==> config.mk <==
export PLATFORM = sky130hd
export DESIGN_NAME = multicycle_control_unit_flat
export DESIGN_NICKNAME = d
export VERILOG_FILES = /design/src/rtl/multicycle_control_unit_if.sv /design/src/rtl/multicycle_control_unit.sv /design/src/flat_wrapper.sv
export SDC_FILE = /design/constraint.sdc
export NUM_CORES = 1
export LEC_CHECK = 0
export BUFFER_PORTS_ARGS = -buffer_cell sky130_fd_sc_hd__buf_4
export CAP_MARGIN = 5
export CORE_MARGIN = 2
export CORE_UTILIZATION = 51
export CTS_CLUSTER_DIAMETER = 120
export DETAILED_ROUTE_END_ITERATION = 10
export PLACE_DENSITY = 0.84
export SLEW_MARGIN = 20
export SYNTH_ARGS = -nofsm -noshare
export SYNTH_HDL_FRONTEND = slang
export SYNTH_SLANG_ARGS = --single-unit
==> constraint.sdc <==
create_clock -name clock -period 4.2 [get_ports clock]
set_input_delay 0.84 -clock clock [delete_from_list [all_inputs] [get_ports clock]]
set_output_delay 0.84 -clock clock [all_outputs]
set_load 0.01 [all_outputs]
==> src/rtl/multicycle_control_unit_if.sv <==
// Control-unit bundle: IR opcode, comparator flags, memory handshakes in; datapath controls out.
// Latency: none (wires only).
// Backpressure: imem_ready/dmem_ready are the only stall inputs; the control unit owns the master modport.
interface multicycle_control_unit_if #(
  parameter int OPCODE_W = 4,
  parameter int CNT_W    = 16
);
  logic [OPCODE_W-1:0] opcode;
  logic                equal;
  logic                less;
  logic                greater;
  logic                imem_ready;
  logic                dmem_ready;
  logic                PC_WE;
  logic                IR_WE;
  logic                regWrite;
  logic                immSignal;
  logic                jump;
  logic                memLoad;
  logic                memSt;
  logic                memAlu;
  logic                branchMux;
  logic                branchSig;
  logic [1:0]          aluControl;
  logic                illegal;
  logic [CNT_W-1:0]    instr_retired;

  modport master (
    input  opcode, equal, less, greater, imem_ready, dmem_ready,
    output PC_WE, IR_WE, regWrite, immSignal, jump, memLoad, memSt, memAlu,
           branchMux, branchSig, aluControl, illegal, instr_retired
  );

  modport slave (
    output opcode, equal, less, greater, imem_ready, dmem_ready,
    input  PC_WE, IR_WE, regWrite, immSignal, jump, memLoad, memSt, memAlu,
           branchMux, branchSig, aluControl, illegal, instr_retired
  );
endinterface

==> src/rtl/multicycle_control_unit.sv <==
// Multi-cycle control unit: FETCH/DECODE/EXECUTE/MEM/WRITEBACK sequencer driving datapath controls.
// Latency: ALU 4, jump/branch 3, LD 5, ST 4 cycles with zero-wait memories; controls combinational from state_q/op_q.
// Backpressure: holds in FETCH while imem_ready=0 and in MEM while dmem_ready=0; CU_ILLEGAL_TRAP_EN traps codes >= 16.
module multicycle_control_unit #(
  parameter int OPCODE_W = 4,
  parameter int CNT_W    = 16
) (
  input logic                       clock,
  input logic                       reset,
  multicycle_control_unit_if.master cu_io
);

  typedef enum logic [2:0] {
    S_FETCH     = 3'd0,
    S_DECODE    = 3'd1,
    S_EXECUTE   = 3'd2,
    S_MEM       = 3'd3,
    S_WRITEBACK = 3'd4,
    S_TRAP      = 3'd5
  } state_t;

  state_t              state_q, state_d;
  logic [OPCODE_W-1:0] op_q, op_d;
  logic [CNT_W-1:0]    cnt_q, cnt_d;

  // Opcode classification; anything with bits above [3:0] set is illegal.
  logic [3:0] op_lo;
  logic       op_hi;
  logic       is_alu, is_jmp, is_ld, is_st, is_br;

  assign op_lo = op_q[3:0];

  if (OPCODE_W > 4) begin : g_wide_op
    assign op_hi = |op_q[OPCODE_W-1:4];
  end else begin : g_narrow_op
    assign op_hi = 1'b0;
  end

  assign is_alu = ~op_hi & ~op_lo[3];
  assign is_jmp = ~op_hi & (op_lo == 4'h8);
  assign is_ld  = ~op_hi & (op_lo == 4'h9);
  assign is_st  = ~op_hi & (op_lo == 4'hA);
  assign is_br  = ~op_hi & (op_lo >= 4'hB);

  // Raw controls before reset gating.
  logic       pc_we, ir_we, reg_write, imm_sig, jump, mem_load, mem_st, mem_alu;
  logic       branch_mux, branch_sig, illegal;
  logic [1:0] alu_ctl;

  // Next-state and control decode from the current state and latched opcode.
  always_comb begin
    state_d    = state_q;
    op_d       = op_q;
    pc_we      = 1'b0;
    ir_we      = 1'b0;
    reg_write  = 1'b0;
    imm_sig    = 1'b0;
    jump       = 1'b0;
    mem_load   = 1'b0;
    mem_st     = 1'b0;
    mem_alu    = 1'b0;
    branch_mux = 1'b0;
    branch_sig = 1'b0;
    illegal    = 1'b0;
    alu_ctl    = 2'b00;

    case (state_q)
      S_FETCH: begin
        if (cu_io.imem_ready) begin
          ir_we   = 1'b1;
          state_d = S_DECODE;
        end
      end

      S_DECODE: begin
        op_d    = cu_io.opcode;
        state_d = S_EXECUTE;
      end

      S_EXECUTE: begin
        if (is_alu) begin
          alu_ctl = op_lo[2:1];
          imm_sig = op_lo[0];
          state_d = S_WRITEBACK;
        end else if (is_jmp) begin
          jump    = 1'b1;
          pc_we   = 1'b1;
          state_d = S_FETCH;
        end else if (is_ld || is_st) begin
          state_d = S_MEM;
        end else if (is_br) begin
          branch_mux = 1'b1;
          pc_we      = 1'b1;
          // Flags are only looked at here, so later flag changes cannot alter the branch.
          case (op_lo)
            4'hB:    branch_sig = cu_io.equal;
            4'hC:    branch_sig = cu_io.less;
            4'hD:    branch_sig = cu_io.greater;
            4'hE:    branch_sig = cu_io.equal | cu_io.less;
            4'hF:    branch_sig = cu_io.equal | cu_io.greater;
            default: branch_sig = 1'b0;
          endcase
          state_d = S_FETCH;
        end else begin
`ifdef CU_ILLEGAL_TRAP_EN
          state_d = S_TRAP;
`else
          // Illegal code retires as a NOP.
          pc_we   = 1'b1;
          state_d = S_FETCH;
`endif
        end
      end

      S_MEM: begin
        mem_alu  = 1'b1;
        mem_load = is_ld;
        mem_st   = is_st;
        if (cu_io.dmem_ready) begin
          if (is_ld) begin
            state_d = S_WRITEBACK;
          end else begin
            pc_we   = 1'b1;
            state_d = S_FETCH;
          end
        end
      end

      S_WRITEBACK: begin
        reg_write = 1'b1;
        pc_we     = 1'b1;
        if (is_alu) begin
          alu_ctl = op_lo[2:1];
          imm_sig = op_lo[0];
        end
        if (is_ld) begin
          mem_load = 1'b1;
          mem_alu  = 1'b1;
        end
        state_d = S_FETCH;
      end

      S_TRAP: begin
`ifdef CU_ILLEGAL_TRAP_EN
        illegal = 1'b1;
`else
        state_d = S_FETCH;
`endif
      end

      default: state_d = S_FETCH;
    endcase
  end

  // Reset forces every output low in the same cycle, so an abandoned instruction never writes PC or RF.
  logic pc_we_g;
  assign pc_we_g = pc_we & ~reset;

  assign cu_io.PC_WE         = pc_we_g;
  assign cu_io.IR_WE         = ir_we      & ~reset;
  assign cu_io.regWrite      = reg_write  & ~reset;
  assign cu_io.immSignal     = imm_sig    & ~reset;
  assign cu_io.jump          = jump       & ~reset;
  assign cu_io.memLoad       = mem_load   & ~reset;
  assign cu_io.memSt         = mem_st     & ~reset;
  assign cu_io.memAlu        = mem_alu    & ~reset;
  assign cu_io.branchMux     = branch_mux & ~reset;
  assign cu_io.branchSig     = branch_sig & ~reset;
  assign cu_io.aluControl    = reset ? 2'b00 : alu_ctl;
  assign cu_io.illegal       = illegal    & ~reset;
  assign cu_io.instr_retired = reset ? '0 : cnt_q;

  // Retired-instruction count: one per PC write, wraps naturally.
  always_comb begin
    cnt_d = cnt_q;
    if (pc_we_g) begin
      cnt_d = cnt_q + CNT_W'(1);
    end
  end

  // State, opcode latch and counter registers.
  always_ff @(posedge clock) begin
    if (reset) begin
      state_q <= S_FETCH;
      op_q    <= '0;
      cnt_q   <= '0;
    end else begin
      state_q <= state_d;
      op_q    <= op_d;
      cnt_q   <= cnt_d;
    end
  end

endmodule

==> src/flat_wrapper.sv <==
// flat-port wrapper written by rule: the top's interface ports become plain ports
module multicycle_control_unit_flat 
#(
  parameter int OPCODE_W = 4,
  parameter int CNT_W    = 16
)
  (clock, reset, cu_io_opcode, cu_io_equal, cu_io_less, cu_io_greater, cu_io_imem_ready, cu_io_dmem_ready, cu_io_PC_WE, cu_io_IR_WE, cu_io_regWrite, cu_io_immSignal, cu_io_jump, cu_io_memLoad, cu_io_memSt, cu_io_memAlu, cu_io_branchMux, cu_io_branchSig, cu_io_aluControl, cu_io_illegal, cu_io_instr_retired);
  multicycle_control_unit_if #(.OPCODE_W(OPCODE_W), .CNT_W(CNT_W)) cu_io_i ();
  input logic clock;
  input logic reset;
  input wire logic [$bits(cu_io_i.opcode)-1:0] cu_io_opcode;
  input wire logic [$bits(cu_io_i.equal)-1:0] cu_io_equal;
  input wire logic [$bits(cu_io_i.less)-1:0] cu_io_less;
  input wire logic [$bits(cu_io_i.greater)-1:0] cu_io_greater;
  input wire logic [$bits(cu_io_i.imem_ready)-1:0] cu_io_imem_ready;
  input wire logic [$bits(cu_io_i.dmem_ready)-1:0] cu_io_dmem_ready;
  output wire logic [$bits(cu_io_i.PC_WE)-1:0] cu_io_PC_WE;
  output wire logic [$bits(cu_io_i.IR_WE)-1:0] cu_io_IR_WE;
  output wire logic [$bits(cu_io_i.regWrite)-1:0] cu_io_regWrite;
  output wire logic [$bits(cu_io_i.immSignal)-1:0] cu_io_immSignal;
  output wire logic [$bits(cu_io_i.jump)-1:0] cu_io_jump;
  output wire logic [$bits(cu_io_i.memLoad)-1:0] cu_io_memLoad;
  output wire logic [$bits(cu_io_i.memSt)-1:0] cu_io_memSt;
  output wire logic [$bits(cu_io_i.memAlu)-1:0] cu_io_memAlu;
  output wire logic [$bits(cu_io_i.branchMux)-1:0] cu_io_branchMux;
  output wire logic [$bits(cu_io_i.branchSig)-1:0] cu_io_branchSig;
  output wire logic [$bits(cu_io_i.aluControl)-1:0] cu_io_aluControl;
  output wire logic [$bits(cu_io_i.illegal)-1:0] cu_io_illegal;
  output wire logic [$bits(cu_io_i.instr_retired)-1:0] cu_io_instr_retired;
  assign cu_io_i.opcode = cu_io_opcode;
  assign cu_io_i.equal = cu_io_equal;
  assign cu_io_i.less = cu_io_less;
  assign cu_io_i.greater = cu_io_greater;
  assign cu_io_i.imem_ready = cu_io_imem_ready;
  assign cu_io_i.dmem_ready = cu_io_dmem_ready;
  assign cu_io_PC_WE = cu_io_i.PC_WE;
  assign cu_io_IR_WE = cu_io_i.IR_WE;
  assign cu_io_regWrite = cu_io_i.regWrite;
  assign cu_io_immSignal = cu_io_i.immSignal;
  assign cu_io_jump = cu_io_i.jump;
  assign cu_io_memLoad = cu_io_i.memLoad;
  assign cu_io_memSt = cu_io_i.memSt;
  assign cu_io_memAlu = cu_io_i.memAlu;
  assign cu_io_branchMux = cu_io_i.branchMux;
  assign cu_io_branchSig = cu_io_i.branchSig;
  assign cu_io_aluControl = cu_io_i.aluControl;
  assign cu_io_illegal = cu_io_i.illegal;
  assign cu_io_instr_retired = cu_io_i.instr_retired;
  multicycle_control_unit #(.OPCODE_W(OPCODE_W), .CNT_W(CNT_W)) u_core (.clock(clock), .reset(reset), .cu_io(cu_io_i));
endmodule
* Yosys cells after proc, flatten, opt, wreduce, memory -nomap -nowiden
Cells that the tools add are included.
** Storage, ports and cells
- Register bits after elaboration :: 23
- Bits of input ports :: 11
- Output and inout bits :: 29
** Cells by class
- $add $sub $neg :: 1
- Magnitude comparators :: 1
- Equal/unequal tests :: 14
- Mux-type cells :: 40
- Bitwise logic cells :: 13
- Reduce and logical (&&, ||, !) cells :: 4
** Operator list (count)
- $eq A4 B4 Y1 const B :: 8
- $mux W1 :: 25
- $add A16 B1 Y16 const B :: 1
- $mux W16 :: 1
- $mux W3 :: 5
- $pmux W3 S4 :: 1
- $and A1 B1 Y1 :: 10
- $mux W2 :: 4
- $eq A3 B2 Y1 const B :: 2
- $pmux W1 S5 :: 1
- $ge A4 B4 Y1 const B :: 1
- $ne A2 B2 Y1 const B :: 2
- $pmux W1 S2 :: 2
- $eq A3 B1 Y1 const B :: 1
- $eq A3 B3 Y1 const B :: 1
- $logic_not A3 Y1 :: 1
- $pmux W1 S3 :: 1
- $or A1 B1 Y1 :: 2
- $reduce_and A2 Y1 :: 1
- $reduce_or A2 Y1 :: 1
- $logic_or A1 B1 Y1 :: 1
- $not A1 Y1 :: 1

* Logic depth before layout (Yosys ltp)
- Word-level depth :: 8
- Depth in mapped cells :: 6
- Mapped depth without buffers :: 4

* Worst setup path after synthesis
OpenSTA, ideal clock, no wires.
- Path kind :: input to output
- From :: input port reset
- To :: output port cu_io_memSt
- Arrival :: 1713 ps
- Data required time :: 3360 ps
- Path slack :: 1647 ps
- Stages :: 2
- Path buffers :: 0
- Cells stage by stage :: or4b_2 > nor3_1
** Between the ends
- Word-level cells in the longest chain between the ends :: 2
** RTL lines
- start: declaration :: line flat_wrapper.sv:10 : input logic reset;
- $not A1 Y1 :: line multicycle_control_unit.sv:165 : assign cu_io.memSt = mem_st & ~reset;
- $and A1 B1 Y1 :: line multicycle_control_unit.sv:165
- end: declaration :: line flat_wrapper.sv:23 : output wire logic [$bits(cu_io_i.memSt)-1:0] cu_io_memSt;
No other way between the ends.

* Worst setup path in the final report
Ends and elaborated chain as after synthesis.

==> qor.txt <==
status = completed
CP max FO = 43
Max Clock Skew = 0.00387 ns
Crit path largest cell delay = 0.63 ns
power density over the cells = 221 mW/mm2
vias in the first global route = 1,151
top_reg_cell synth = dfxtp_1
GRT met3 Usage = 2.23%
commonest cells after routing, fill and taps aside = 38 x buf_4, 23 x dfxtp_1, 22 x nor2_1
Routed WL per cell = 12.2 um
final setup fails = 0
Max VDD drop = 0.267 mV
worst-margin pin slew = 0.717 ns
leakage power = 0.689 nW
post-synth cell types = 38
#FFs+latches synth = 23
core area = 0.00276 mm2
Synth warnings = 0
Worst path slowest cell = or4b_2
fin crit share = 68.3%
pin count of the biggest net entering global routing = 44
share of cells above drive strength 1 = 29.4%
setup TNS = 0 ns
Power, Total = 0.000388 W
IO buf count = 38
TritonCTS clock tree = yes
Synth async-reset ratio = 0%
Root Buffer = clkbuf_4
RSZ-0062 raised after global routing = false
clock sink count = 23
most common cell type on the critical path = buf_4
register area share after synthesis = 31.0%
via count = 1,344
antenna violations before repair = 0
commonest non-fill, non-tap cell in the layout = buf_4
Post-CTS Setup Bufs = 0
gr ovfl total = 0
IO Pins = 40
die area = 0.00337 mm2
final instance area = 0.00175 mm2
most used routing layer = met2
FP Rows = 19
Die Wd = 58.0 um
kind of critical path = input port to output port
Chip Height = 58.0 um
Pins Over Slew Limit = 0
total CTS buffers = 3
Synth-to-Final Area Change = 17.7%
# H-tree levels = 1
Fmax achieved = 0.349 GHz
post-cts hold buffer count = 0
total of max-cap violations = 0
Vias/cell = 5.55
Ant. Diodes = 0
clock buffer depth = 2
clock slew at reported path FFs = 0.13 ns
drt drc = 0
cts repair resizes = 0
Critical Path RT = 3.36 ns
Max transition margin = 52.2%
HP Class = flop to flop
Post-DP Area = 0.00172 mm2
Initial DRC Count = 54
crit path DAT = 2.03 ns
first-pass GRT wire length = 5000 um
post-layout min period = 2.87 ns
Util after Layout = 63.5%
met1 usage = 24.2%
gpl congestion = 0.820
syn nets = 196
drt first pass iters = 4
final WL = 2950 um
final net count = 224
critical path startpoint category = input port
Post-Syn Area = 0.00149 mm2
CP Capture Type = output port
clock latency on the worst-skew pair = 0.31 ns
dpl hpwl = 2160 um
final hold vios = 0
Synth Instances = 184
Syn Area/Cell = 8.09 um2
met2 usage = 31.8%
Tot GR Track Use = 18.1%
Antenna Nets Post-Route = 0
CP Cell Sequence = buf_4 > or4b_2 > nor3_1 > buf_4
starting density of the core = 53.9%
Post-synth EDFFs = 0
-- through the flow --
step / worst slack [ns] / hold WS, ns / cells
finish: 1.33 / 0.512 / 242
global route: 1.23 / 0.540 / 242
CTS: 1.33 / 0.510 / 242
detailed placement: 1.33 / 0.492 / 238
global placement: 1.35 / 0.487 / 238
floorplan: 1.65 / 0.464 / 184
-- critical path: cells and delay by family --
kind / cells / cell delay, ns
AND/OR/NAND/NOR: 2 / 0.80
buffers and inverters: 2 / 0.38
-- power by group --
| part | internal, W | switching (W) |
|---|---|---|
| combinational | 0.0000222 | 0.0000267 |
| clock | 0.0000356 | 0.0000675 |
| sequential | 0.000223 | 0.0000125 |
| total | 0.000281 | 0.000107 |
-- metal layers --
metal  vias to the layer above  share of wire, %
met5                         -                 0
met4                         0              0.58
met3                         2               5.5
met2                        36                46
met1                       601                48
li1                        705                 -
-- registers in the layout, summed over array words and instances, names as in the netlist --
| name | cells |
|---|---|
| u_core.cnt_q | 16 |
| u_core.op_lo | 4 |
| u_core.state_q | 3 |
-- cells in the mapped netlist, types with 2 or more instances --
| master | n | area share [%] |
|---|---|---|
| dfxtp_1 | 23 | 31 |
| nor2_1 | 22 | 5.6 |
| a21oi_1 | 17 | 5.7 |
| nand2_1 | 14 | 3.5 |
| nor2b_1 | 14 | 5.9 |
| mux2_2 | 13 | 9.8 |
| o21ai_0 | 9 | 3.0 |
| clkbuf_1 | 8 | 2.0 |
| nand4_1 | 8 | 3.4 |
| a211oi_1 | 5 | 2.5 |
| and2_1 | 4 | 1.7 |
| buf_4 | 4 | 2.0 |
| inv_1 | 4 | 1.0 |
| nand3_1 | 4 | 1.3 |
| nor3_1 | 4 | 1.3 |
| and3_1 | 3 | 1.3 |
| nor4_1 | 3 | 1.3 |
| buf_6 | 2 | 1.5 |
| mux2_1 | 2 | 1.5 |
| nand2b_1 | 2 | 0.84 |
| xnor2_1 | 2 | 1.2 |
-- area by class of cell --
class                   instances  area (um2)
fillers                       266        1010
multi-input cells             142         925
flip-flops and latches         23         460
repair buffers                 38         285
well taps                      31        38.8
clock buffers                   3        22.5
inverters                       4        15.0
clock inverters                 1        5.00
-- kinds of logic after synthesis --
kind of cell | Yosys count | share of synthesized area, %
other | 1 | 0.252
flip-flops | 23 | 31.0
XOR/XNOR | 2 | 1.18
AO/OA/AOI/OAI | 38 | 17.6
adder cells (fa/ha/maj) | 1 | 0.841
buffers and inverters | 19 | 6.90
AND/OR/NAND/NOR | 84 | 30.3
multiplexers | 16 | 12.0
-- worst paths after layout --
| path | start | endpoint | slack (ns) | cells after the start |
|---|---|---|---|---|
| hold / removal | u_core.cnt_q[1] | u_core.cnt_q[1] | 0.51 | 2 |
| setup / recovery | reset | cu_io_memSt | 1.33 | 4 |
| hold reg to reg | u_core.cnt_q[1] | u_core.cnt_q[1] | 0.51 | 2 |
| setup reg to reg | u_core.state_q[0] | u_core.cnt_q[14] | 2.11 | 4 |
Note: power is estimated with default switching activity, not from simulation.
